$ cat src/rtl/mc_pkg.sv
// mc_pkg: shared state, opcode/funct, ALU and mux-select encodings for the multicycle MIPS controller
package mc_pkg;
  typedef enum logic [3:0] {
    S_FETCH, S_DECODE, S_MEMADR, S_MEMRD, S_MEMWB, S_MEMWR,
    S_RTEXEC, S_RTWB, S_ADDIEX, S_ADDIWB, S_BRANCH, S_JUMP
  } state_t;
  localparam logic [5:0] OP_RTYPE = 6'b000000;
  localparam logic [5:0] OP_LW    = 6'b100011;
  localparam logic [5:0] OP_SW    = 6'b101011;
  localparam logic [5:0] OP_BEQ   = 6'b000100;
  localparam logic [5:0] OP_ADDI  = 6'b001000;
  localparam logic [5:0] OP_J     = 6'b000010;
  localparam logic [5:0] FN_ADD = 6'b100000;
  localparam logic [5:0] FN_SUB = 6'b100010;
  localparam logic [5:0] FN_AND = 6'b100100;
  localparam logic [5:0] FN_OR  = 6'b100101;
  localparam logic [5:0] FN_SLT = 6'b101010;
  localparam logic [5:0] FN_SLL = 6'b000000;
  localparam logic [5:0] FN_SRL = 6'b000010;
  localparam logic [3:0] ALU_AND = 4'b0000;
  localparam logic [3:0] ALU_OR  = 4'b0001;
  localparam logic [3:0] ALU_ADD = 4'b0010;
  localparam logic [3:0] ALU_SUB = 4'b0110;
  localparam logic [3:0] ALU_SLT = 4'b0111;
  localparam logic [3:0] ALU_SLL = 4'b1000;
  localparam logic [3:0] ALU_SRL = 4'b1001;
  localparam logic [1:0] SA_PC = 2'd0;
  localparam logic [1:0] SA_RS = 2'd1;
  localparam logic [1:0] SA_RT = 2'd2;
  localparam logic [1:0] SB_RT      = 2'd0;
  localparam logic [1:0] SB_FOUR    = 2'd1;
  localparam logic [1:0] SB_IMM     = 2'd2;
  localparam logic [1:0] SB_IMM_SH2 = 2'd3;
  localparam logic [1:0] PC_ALU    = 2'd0;
  localparam logic [1:0] PC_ALUOUT = 2'd1;
  localparam logic [1:0] PC_JUMP   = 2'd2;
endpackage

$ cat src/rtl/mc_control_fsm_alu_decode.sv
// mc_alu_decode: R-type funct to alu_control map, flagging shifts and unsupported funct codes
module mc_alu_decode
  import mc_pkg::*;
(
  input  logic [5:0] i_funct,
  output logic [3:0] o_alu_control,
  output logic       o_shift,
  output logic       o_illegal
);
  always_comb begin
    o_alu_control = i_funct == FN_ADD ? ALU_ADD :
                    i_funct == FN_SUB ? ALU_SUB :
                    i_funct == FN_AND ? ALU_AND :
                    i_funct == FN_OR  ? ALU_OR  :
                    i_funct == FN_SLT ? ALU_SLT :
                    i_funct == FN_SLL ? ALU_SLL :
                    i_funct == FN_SRL ? ALU_SRL : ALU_ADD;
    o_shift   = i_funct == FN_SLL || i_funct == FN_SRL;
    o_illegal = !(i_funct inside {FN_ADD, FN_SUB, FN_AND, FN_OR, FN_SLT, FN_SLL, FN_SRL});
  end
endmodule

$ cat src/rtl/mc_control_fsm.sv
// mc_control_fsm: multicycle MIPS sequencer with memory ready handshake and wait timeout.
// Optional MC_PERF_COUNTERS_EN adds cycle_count / retired_count outputs.
module mc_control_fsm
  import mc_pkg::*;
#(
  parameter int MEM_WAIT_MAX = 255
) (
  input  logic        clk,
  input  logic        reset,
  input  logic [5:0]  opcode,
  input  logic [5:0]  funct,
  input  logic        zero,
  input  logic        mem_ready,
  output logic        mem_req,
  output logic        mem_we,
  output logic        iord,
  output logic        ir_write,
  output logic        pc_en,
  output logic [1:0]  pc_src,
  output logic [1:0]  alu_src_a,
  output logic [1:0]  alu_src_b,
  output logic [3:0]  alu_control,
  output logic        reg_write,
  output logic        reg_dst,
  output logic        mem_to_reg,
  output logic        illegal,
  output logic        mem_timeout,
`ifdef MC_PERF_COUNTERS_EN
  output logic [31:0] cycle_count,
  output logic [31:0] retired_count,
`endif
  output logic [3:0]  state
);
  localparam int WW = $clog2(MEM_WAIT_MAX + 1);
  localparam logic [WW-1:0] WAIT_LAST = WW'(MEM_WAIT_MAX - 1);
  state_t          r_state;
  logic [WW-1:0]   r_wait;
  logic            r_timeout;
  logic            r_illegal;
  state_t          w_next;
  state_t          w_dispatch;
  logic            w_illegal;
  logic            w_mem_state;
  logic            w_wait_hit;
  logic [3:0]      w_alu;
  logic            w_shift;
  logic            w_bad_funct;
  mc_alu_decode u_alu_decode (
    .i_funct      (funct),
    .o_alu_control(w_alu),
    .o_shift      (w_shift),
    .o_illegal    (w_bad_funct)
  );
  assign w_mem_state = r_state inside {S_FETCH, S_MEMRD, S_MEMWR};
  assign w_wait_hit  = w_mem_state && !mem_ready && r_wait == WAIT_LAST;
  assign w_dispatch  = opcode == OP_RTYPE               ? S_RTEXEC :
                       opcode == OP_LW || opcode == OP_SW ? S_MEMADR :
                       opcode == OP_BEQ                 ? S_BRANCH :
                       opcode == OP_ADDI                ? S_ADDIEX :
                       opcode == OP_J                   ? S_JUMP   : S_FETCH;
  always_comb begin
    w_next    = S_FETCH;
    w_illegal = 1'b0;
    case (r_state)
      S_FETCH:  w_next = mem_ready ? S_DECODE : S_FETCH;
      S_DECODE: begin
        w_next    = w_dispatch;
        w_illegal = w_dispatch == S_FETCH;
      end
      S_MEMADR: w_next = opcode == OP_LW ? S_MEMRD : S_MEMWR;
      S_MEMRD:  w_next = mem_ready ? S_MEMWB : S_MEMRD;
      S_MEMWR:  w_next = mem_ready ? S_FETCH : S_MEMWR;
      S_RTEXEC: begin
        w_next    = w_bad_funct ? S_FETCH : S_RTWB;
        w_illegal = w_bad_funct;
      end
      S_ADDIEX: w_next = S_ADDIWB;
      default:  w_next = S_FETCH;
    endcase
    if (w_wait_hit) w_next = S_FETCH;
  end
  always_ff @(posedge clk or posedge reset)
    if (reset) begin
      r_state   <= S_FETCH;
      r_wait    <= '0;
      r_timeout <= 1'b0;
      r_illegal <= 1'b0;
    end else begin
      r_state   <= w_next;
      r_wait    <= (!w_mem_state || mem_ready || w_wait_hit) ? '0 : r_wait + 1'b1;
      r_timeout <= r_timeout | w_wait_hit;
      r_illegal <= w_illegal;
    end
  always_comb begin
    mem_req     = 1'b0;
    mem_we      = 1'b0;
    iord        = 1'b0;
    ir_write    = 1'b0;
    pc_en       = 1'b0;
    pc_src      = PC_ALU;
    alu_src_a   = SA_PC;
    alu_src_b   = SB_RT;
    alu_control = ALU_ADD;
    reg_write   = 1'b0;
    reg_dst     = 1'b0;
    mem_to_reg  = 1'b0;
    case (r_state)
      S_FETCH: begin
        mem_req   = 1'b1;
        alu_src_b = SB_FOUR;
        ir_write  = mem_ready;
        pc_en     = mem_ready;
      end
      S_DECODE: alu_src_b = SB_IMM_SH2;
      S_MEMADR, S_ADDIEX: begin
        alu_src_a = SA_RS;
        alu_src_b = SB_IMM;
      end
      S_MEMRD: begin
        mem_req = 1'b1;
        iord    = 1'b1;
      end
      S_MEMWB: begin
        reg_write  = 1'b1;
        mem_to_reg = 1'b1;
      end
      S_MEMWR: begin
        mem_req = 1'b1;
        mem_we  = 1'b1;
        iord    = 1'b1;
      end
      S_RTEXEC: begin
        alu_src_a   = w_shift ? SA_RT : SA_RS;
        alu_control = w_alu;
      end
      S_RTWB: begin
        reg_write = 1'b1;
        reg_dst   = 1'b1;
      end
      S_ADDIWB: reg_write = 1'b1;
      S_BRANCH: begin
        alu_src_a   = SA_RS;
        alu_control = ALU_SUB;
        pc_src      = PC_ALUOUT;
        pc_en       = zero;
      end
      S_JUMP: begin
        pc_src = PC_JUMP;
        pc_en  = 1'b1;
      end
      default: ;
    endcase
    // reset forces FETCH, but nothing may strobe the datapath until it is released
    if (reset) begin
      mem_req   = 1'b0;
      mem_we    = 1'b0;
      ir_write  = 1'b0;
      pc_en     = 1'b0;
      reg_write = 1'b0;
    end
  end
  assign illegal     = r_illegal;
  assign mem_timeout = r_timeout;
  assign state       = r_state;
`ifdef MC_PERF_COUNTERS_EN
  logic [31:0] r_cycle_count;
  logic [31:0] r_retired_count;
  always_ff @(posedge clk or posedge reset)
    if (reset) begin
      r_cycle_count   <= '0;
      r_retired_count <= '0;
    end else begin
      r_cycle_count   <= r_cycle_count + 32'd1;
      r_retired_count <= r_retired_count + 32'(
        r_state inside {S_MEMWB, S_MEMWR, S_RTWB, S_ADDIWB, S_BRANCH, S_JUMP} &&
        w_next == S_FETCH && !w_wait_hit);
    end
  assign cycle_count   = r_cycle_count;
  assign retired_count = r_retired_count;
`endif
endmodule

$ cat config.mk
export PLATFORM = sky130hd
export DESIGN_NAME = mc_control_fsm
export DESIGN_NICKNAME = d
export VERILOG_FILES = /design/src/rtl/mc_pkg.sv /design/src/rtl/mc_control_fsm_alu_decode.sv /design/src/rtl/mc_control_fsm.sv
export SDC_FILE = /design/constraint.sdc
export NUM_CORES = 1
export LEC_CHECK = 0
export CAP_MARGIN = 25
export CORE_MARGIN = 4
export CORE_UTILIZATION = 45
export CTS_CLUSTER_SIZE = 25
export DETAILED_ROUTE_END_ITERATION = 8
export PLACE_DENSITY = 0.9
export SYNTH_ARGS = -nofsm -noshare
export SYNTH_HDL_FRONTEND = slang
export SYNTH_SLANG_ARGS = --single-unit
export TNS_END_PERCENT = 30
$ cat constraint.sdc
create_clock -name clk -period 2.5 [get_ports clk]
set_input_delay 0.625 -clock clk [delete_from_list [all_inputs] [get_ports clk]]
set_output_delay 0.625 -clock clk [all_outputs]
set_load 0.02 [all_outputs]
# Yosys cells after proc, flatten, opt, wreduce, memory -nomap -nowiden
# Index checks and enable logic that the tools add are counted.
[word_totals]
register_bits = 14
out_inout_bits = 24
input_bits = 16
wordCells = 88
[op_classes]
n_reduce_logical = 20
bitwise_logic = 1
eq_ne = 23
muxes = 39
addsub = 1
[ops]
columns = ["operator", "n"]
rows = [
  ["2-to-1 mux 4 bit", 13],
  ["equality test 6 bit (second input constant)", 7],
  ["one-hot mux 4 bit (7 select lines)", 1],
  ["equality test 4 x 3 -> 1 bit (second input constant)", 4],
  ["equality test 4 bit (second input constant)", 4],
  ["2-to-1 mux 1 bit", 13],
  ["equality test 6 x 2 -> 1 bit (second input constant)", 2],
  ["logical NOT 6 bit", 2],
  ["2-to-1 mux 3 bit", 4],
  ["OR reduction 3 bit", 3],
  ["adder 8 x 1 -> 8 bit (second input constant)", 1],
  ["equality test 4 x 2 -> 1 bit (second input constant)", 2],
  ["equality test 8 bit (second input constant)", 1],
  ["logical NOT 4 bit", 2],
  ["2-to-1 mux 8 bit", 1],
  ["one-hot mux 2 bit (2 select lines)", 2],
  ["one-hot mux 4 bit (2 select lines)", 1],
  ["nonzero test 7 bit", 1],
  ["equality test 6 x 3 -> 1 bit (second input constant)", 1],
  ["equality test 6 x 4 -> 1 bit (second input constant)", 1],
  ["one-hot mux 2 bit (3 select lines)", 1],
  ["equality test 4 x 1 -> 1 bit (second input constant)", 1],
  ["logical OR 1 bit", 4],
  ["OR reduction 2 bit", 2],
  ["7 further kinds", 10],
]

# Depth between registers and ports, before layout
[logic_depth]
ltp_word = 9
mapped_depth = 6
mapped_depth_nobuf = 5

# Hierarchy
# Synthesis repeated with hierarchy kept, for this count alone.
[unflattened]
cells_unflattened = 153
hier_area_um2 = 1194.9
[by_module_without_submodules]
columns = ["module", "n_inst", "seq_area_each_um2", "area_each_um2", "cells_each"]
rows = [
  ["mc_control_fsm", 1, 350.3, 1071.0, 135],
  ["mc_alu_decode", 1, 0.0, 123.9, 18],
]

# Worst setup path after synthesis
# Ideal clock, no wire load.
[synth_path]
path_type = "reg2out"
startpoint = "register r_state[1], in the netlist state[1]"
endpoint = "output port reg_write"
stages_incl_launch_ff = 6
n_path_buf = 2
arrival_time_ps = 1795
slack_ps = 80
cell_sequence = "dfrtp_1 > buf_2 > buf_1 > nor3_1 > a21oi_1 > nor2_1"
[synth_between]
elab_chain_cells = 4
elab_cells_between_ends = 6
cone_classes = "eq/ne: 3; mux: 2; reduce/logical: 1"
[synth_rtl]
columns = ["element", "line", "text"]
rows = [
  ["from (decl)", "mc_control_fsm.sv:36", "state_t r_state;"],
  ["from (signal assigned)", "mc_control_fsm.sv:89", "r_state <= w_next;"],
  ["equality test 4 x 3 -> 1 bit or equality test 4 bit (tied branches)", "mc_control_fsm.sv:107", "case (r_state)"],
  ["OR reduction 3 bit (no source line) *", "--", ""],
  ["2-to-1 mux 1 bit *", "mc_control_fsm.sv:107", ""],
  ["2-to-1 mux 1 bit *", "mc_control_fsm.sv:154", "if (reset) begin"],
  ["to (decl)", "mc_control_fsm.sv:23", "output logic reg_write,"],
]
# Mark *: on every way between the ends. The rest lies on a longest branch, timed or not.

# Worst setup path in the final report
[layout_path]
startpoint = "input port mem_ready"
endpoint = "output port pc_en"
[layout_between]
elab_chain_cells = 2
[layout_rtl]
columns = ["element", "line", "text"]
rows = [
  ["from (decl)", "mc_control_fsm.sv:13", "input logic mem_ready,"],
  ["one-hot mux 1 bit (3 select lines)", "mc_control_fsm.sv:107", ""],
  ["2-to-1 mux 1 bit", "mc_control_fsm.sv:154", ""],
  ["to (decl)", "mc_control_fsm.sv:18", "output logic pc_en,"],
]
# Every way passes these cells.

==> qor.yml <==
status: "completed"
start_kind: "input pin"
ctsHtreeMaxLevel: 1
slowest_delay_ps: 480
numClockSinks: 14
clockRootBuffer: "clkbuf_4"
avgSynthCellArea_um2: 8.18
fmax_ghz: 0.412
die_h_um: 59.2
cp_cell_sequence: "clkdlybuf4s50_1 -> nand2_1 -> o21a_1 -> nor3_1 -> clkdlybuf4s15_1"
hold_class: "register to register"
wl_per_cell_um: 15.0
cts_tree: "done"
io_buffers: 39
synthTopCellsByCount: "24 x nor2_1, 14 x dfrtp_1, 7 x nor3_1"
post-place-cells: 226
clock-skew-final_ps: 4.82
dr.pass1.iters: 4
timing.rr.start: "state[1]"
drc_errors: 0
worstReg2RegEnd: "state[0]"
cts_buffer_depth: 2
reg2reg_slack_ps: 500
grtUsageTotal_pct: 21.5
synth_top_family_by_area: "simple AND/OR/NAND/NOR gates"
yosys.area_share.xor_xnor_pct: 6.69
hold_viol_final: 0
hold_buffers: 0
yosysMostFrequentCell: "nor2_1"
synthTopCellsByArea: "dfrtp_1 30%, nor2_1 7.6%, xor2_1 4.5%, nor3_1 3.0%, nand2b_1 2.7%"
coreArea_um2: 2480
start_util_pct: 47.6
yosys.area_share.simple_pct: 34.7
fin_nets: 219
die_w_um: 59.2
placed_cell_area_um2: 1730
num-fill-cells: 204
max-cap-violations: 0
synth.cell_area_um2: 1180
postLayoutSetupSlackWorst_ps: 75.3
drtIter0Drc: 59
drive_above_1_share_pct: 21.5
path_clk_slew_ps: 90
antenna_found_initial: 0
crit_slowest_cell: "clkdlybuf4s50_1"
timing.final.crit_share_pct: 97.0
report.final.slew_viol_count: 0
synth-seq-cells: 14
cp_num_cells: 5
utilization_pct: 70.5
syn_inst: 144
yosys_warnings: 0
io_pins: 40
synthArstFlopShare_pct: 100
max_slew_margin_pct: 64.6
synth_compound_area_share_pct: 21.7
areaGrowthSynthToFinish_pct: 48.2
ys_types: 51
synth_top_cell_area_share_pct: 29.7
stdcell_count: 230
drt-total-wl_um: 3450
grt_start_max_net_pins: 21
die_area_um2: 3500
ys_seq_area_share_pct: 29.7
power_density_nw_per_um2: 589
clk_latency_ps: 280
max_slew.worst_pin.slew_ps: 531
syn_nets: 162
gp_congestion: 0.989
vias_per_cell: 5.80
postCtsSetupBuffers: 0
cp_data_arrival_time_ps: 1800
setup_viol: 0
vdd_ir_drop_max_v: 0.000571
post-place-ws_ps: -509
drtAntennaViolNets: 0
cp-startpoint: "mem_ready"
grt_pass1_vias: 1385
rows: 18
worstPathRequired_ps: 1880
crit_family: "buffers and inverters"
yosysTopAreaCell: "dfrtp_1"
rsz0062_at_grt: "true"
via_count: 1333
end_kind: "output port"
crit_type: "input pin to output port"
critPathBufInv: 2
synthFlopType: "dfrtp_1"
synth_adder_area_share_pct: 2.12
crit_end: "pc_en"
post-dp-hpwl_um: 2630
r2r_cells: 5
grt_pass1_wl_um: 6040
diodes: 0
fin_crit_ps: 2420
crit_fanout: 2
fin_area_um2: 1750
synthMuxAreaShare_pct: 0.849
grt.overflow.total: 0
synth_edf_count: 0
p_leak_nw: 0.838
cts_made_buffers: 3
==> what timing repair did <==
item / in CTS / in global routing
pin swaps: 0 / 1
hold endpoints to repair: 0 / 0
endpoints found under the setup margin: 14 / 11
cloned: 0 / 0
resized for setup: 29 / 17
==> worst reg2reg max path, delay by kind of cell (launching register included) <==
| family | cells | cell delay (ps) |
|---|---|---|
| compound gates | 2 | 310 |
| flops | 1 | 470 |
| buf+inv | 1 | 190 |
| simple gates | 2 | 980 |
==> per-layer routing <==
metal	track usage [%]	routed length, um	vias to the layer above
met3	3.05	208	5
met5	0	0	-
met2	39.0	1750	41
met1	26.7	1460	643
met4	5.18	29	0
li1	-	-	644
==> registers in the layout, summed over array words and instances (netlist names) <==
name / count
state: 4
mem_timeout: 1
r_wait: 8
illegal: 1
==> per-stage QoR <==
stage	TNS, ps	hold slack, ps	power, W
2_1_floorplan	0	493	0.000620
3_3_place_gp	-2580	457	0.000868
3_5_place_dp	-2830	467	0.000887
4_1_cts	-18.2	493	0.00103
5_1_grt	-22.7	512	0.00110
6_report	0	487	0.00103
==> worst min-delay path by stage <==
stage / from / endpoint / slack (ps) / cells past startpoint
after global placement: mem_timeout / mem_timeout / 460 / 1
after CTS: mem_timeout / mem_timeout / 490 / 1
after detailed placement: mem_timeout / mem_timeout / 470 / 1
after global routing: mem_timeout / mem_timeout / 510 / 1
final: mem_timeout / mem_timeout / 490 / 1
after floorplan: r_wait[0] / r_wait[0] / 490 / 1
==> power breakdown <==
group          switching, W  internal, W
Clock             0.0000753    0.0000887
Combinational      0.000298     0.000267
Sequential        0.0000404     0.000260
Total              0.000413     0.000615
==> final cells by class <==
cell class / instances / area (um2) / area share, %
Multi-Input combinational cell: 119 / 788 / 45.1
Tap cell: 30 / 37.5 / 2.15
Sequential cell: 14 / 352 / 20.1
Timing Repair Buffer: 60 / 522 / 29.9
Inverter: 3 / 11.3 / 0.645
Clock buffer: 4 / 36.3 / 2.08
==> logic make-up (layout without fill, tap and decap cells) <==
kind of cell             after synthesis  count (layout)
AND/OR/NAND/NOR                       74              74
AO/OA/AOI/OAI                         33              33
flip-flops                            14              14
buffers and inverters                 11              67
XOR/XNOR                               9               9
adder cells (fa/ha/maj)                2               2
multiplexers                           1               1
==> placed cells by master (no fill, tap or decap), drive strengths merged, types with 3 or more instances in the layout <==
cell	synthesis	routed
dfrtp	14	14
or3	4	4
buf	3	24
xor2	6	6
nor3	7	7
clkdlybuf4s50	0	18
clkbuf	5	7
or2	3	3
clkdlybuf4s15	0	3
nor2	24	24
nor3b	3	3
nand3b	3	3
inv	3	3
o21ai	4	4
dlymetal6s2s	0	5
nand2	6	6
nand2b	5	5
xnor2	3	3
a21oi	4	4
and3	3	3
nand3	3	3
dlygate4sd2	0	7
nor4	3	3
o31a	3	3
Power figures use the tool's default switching activity.
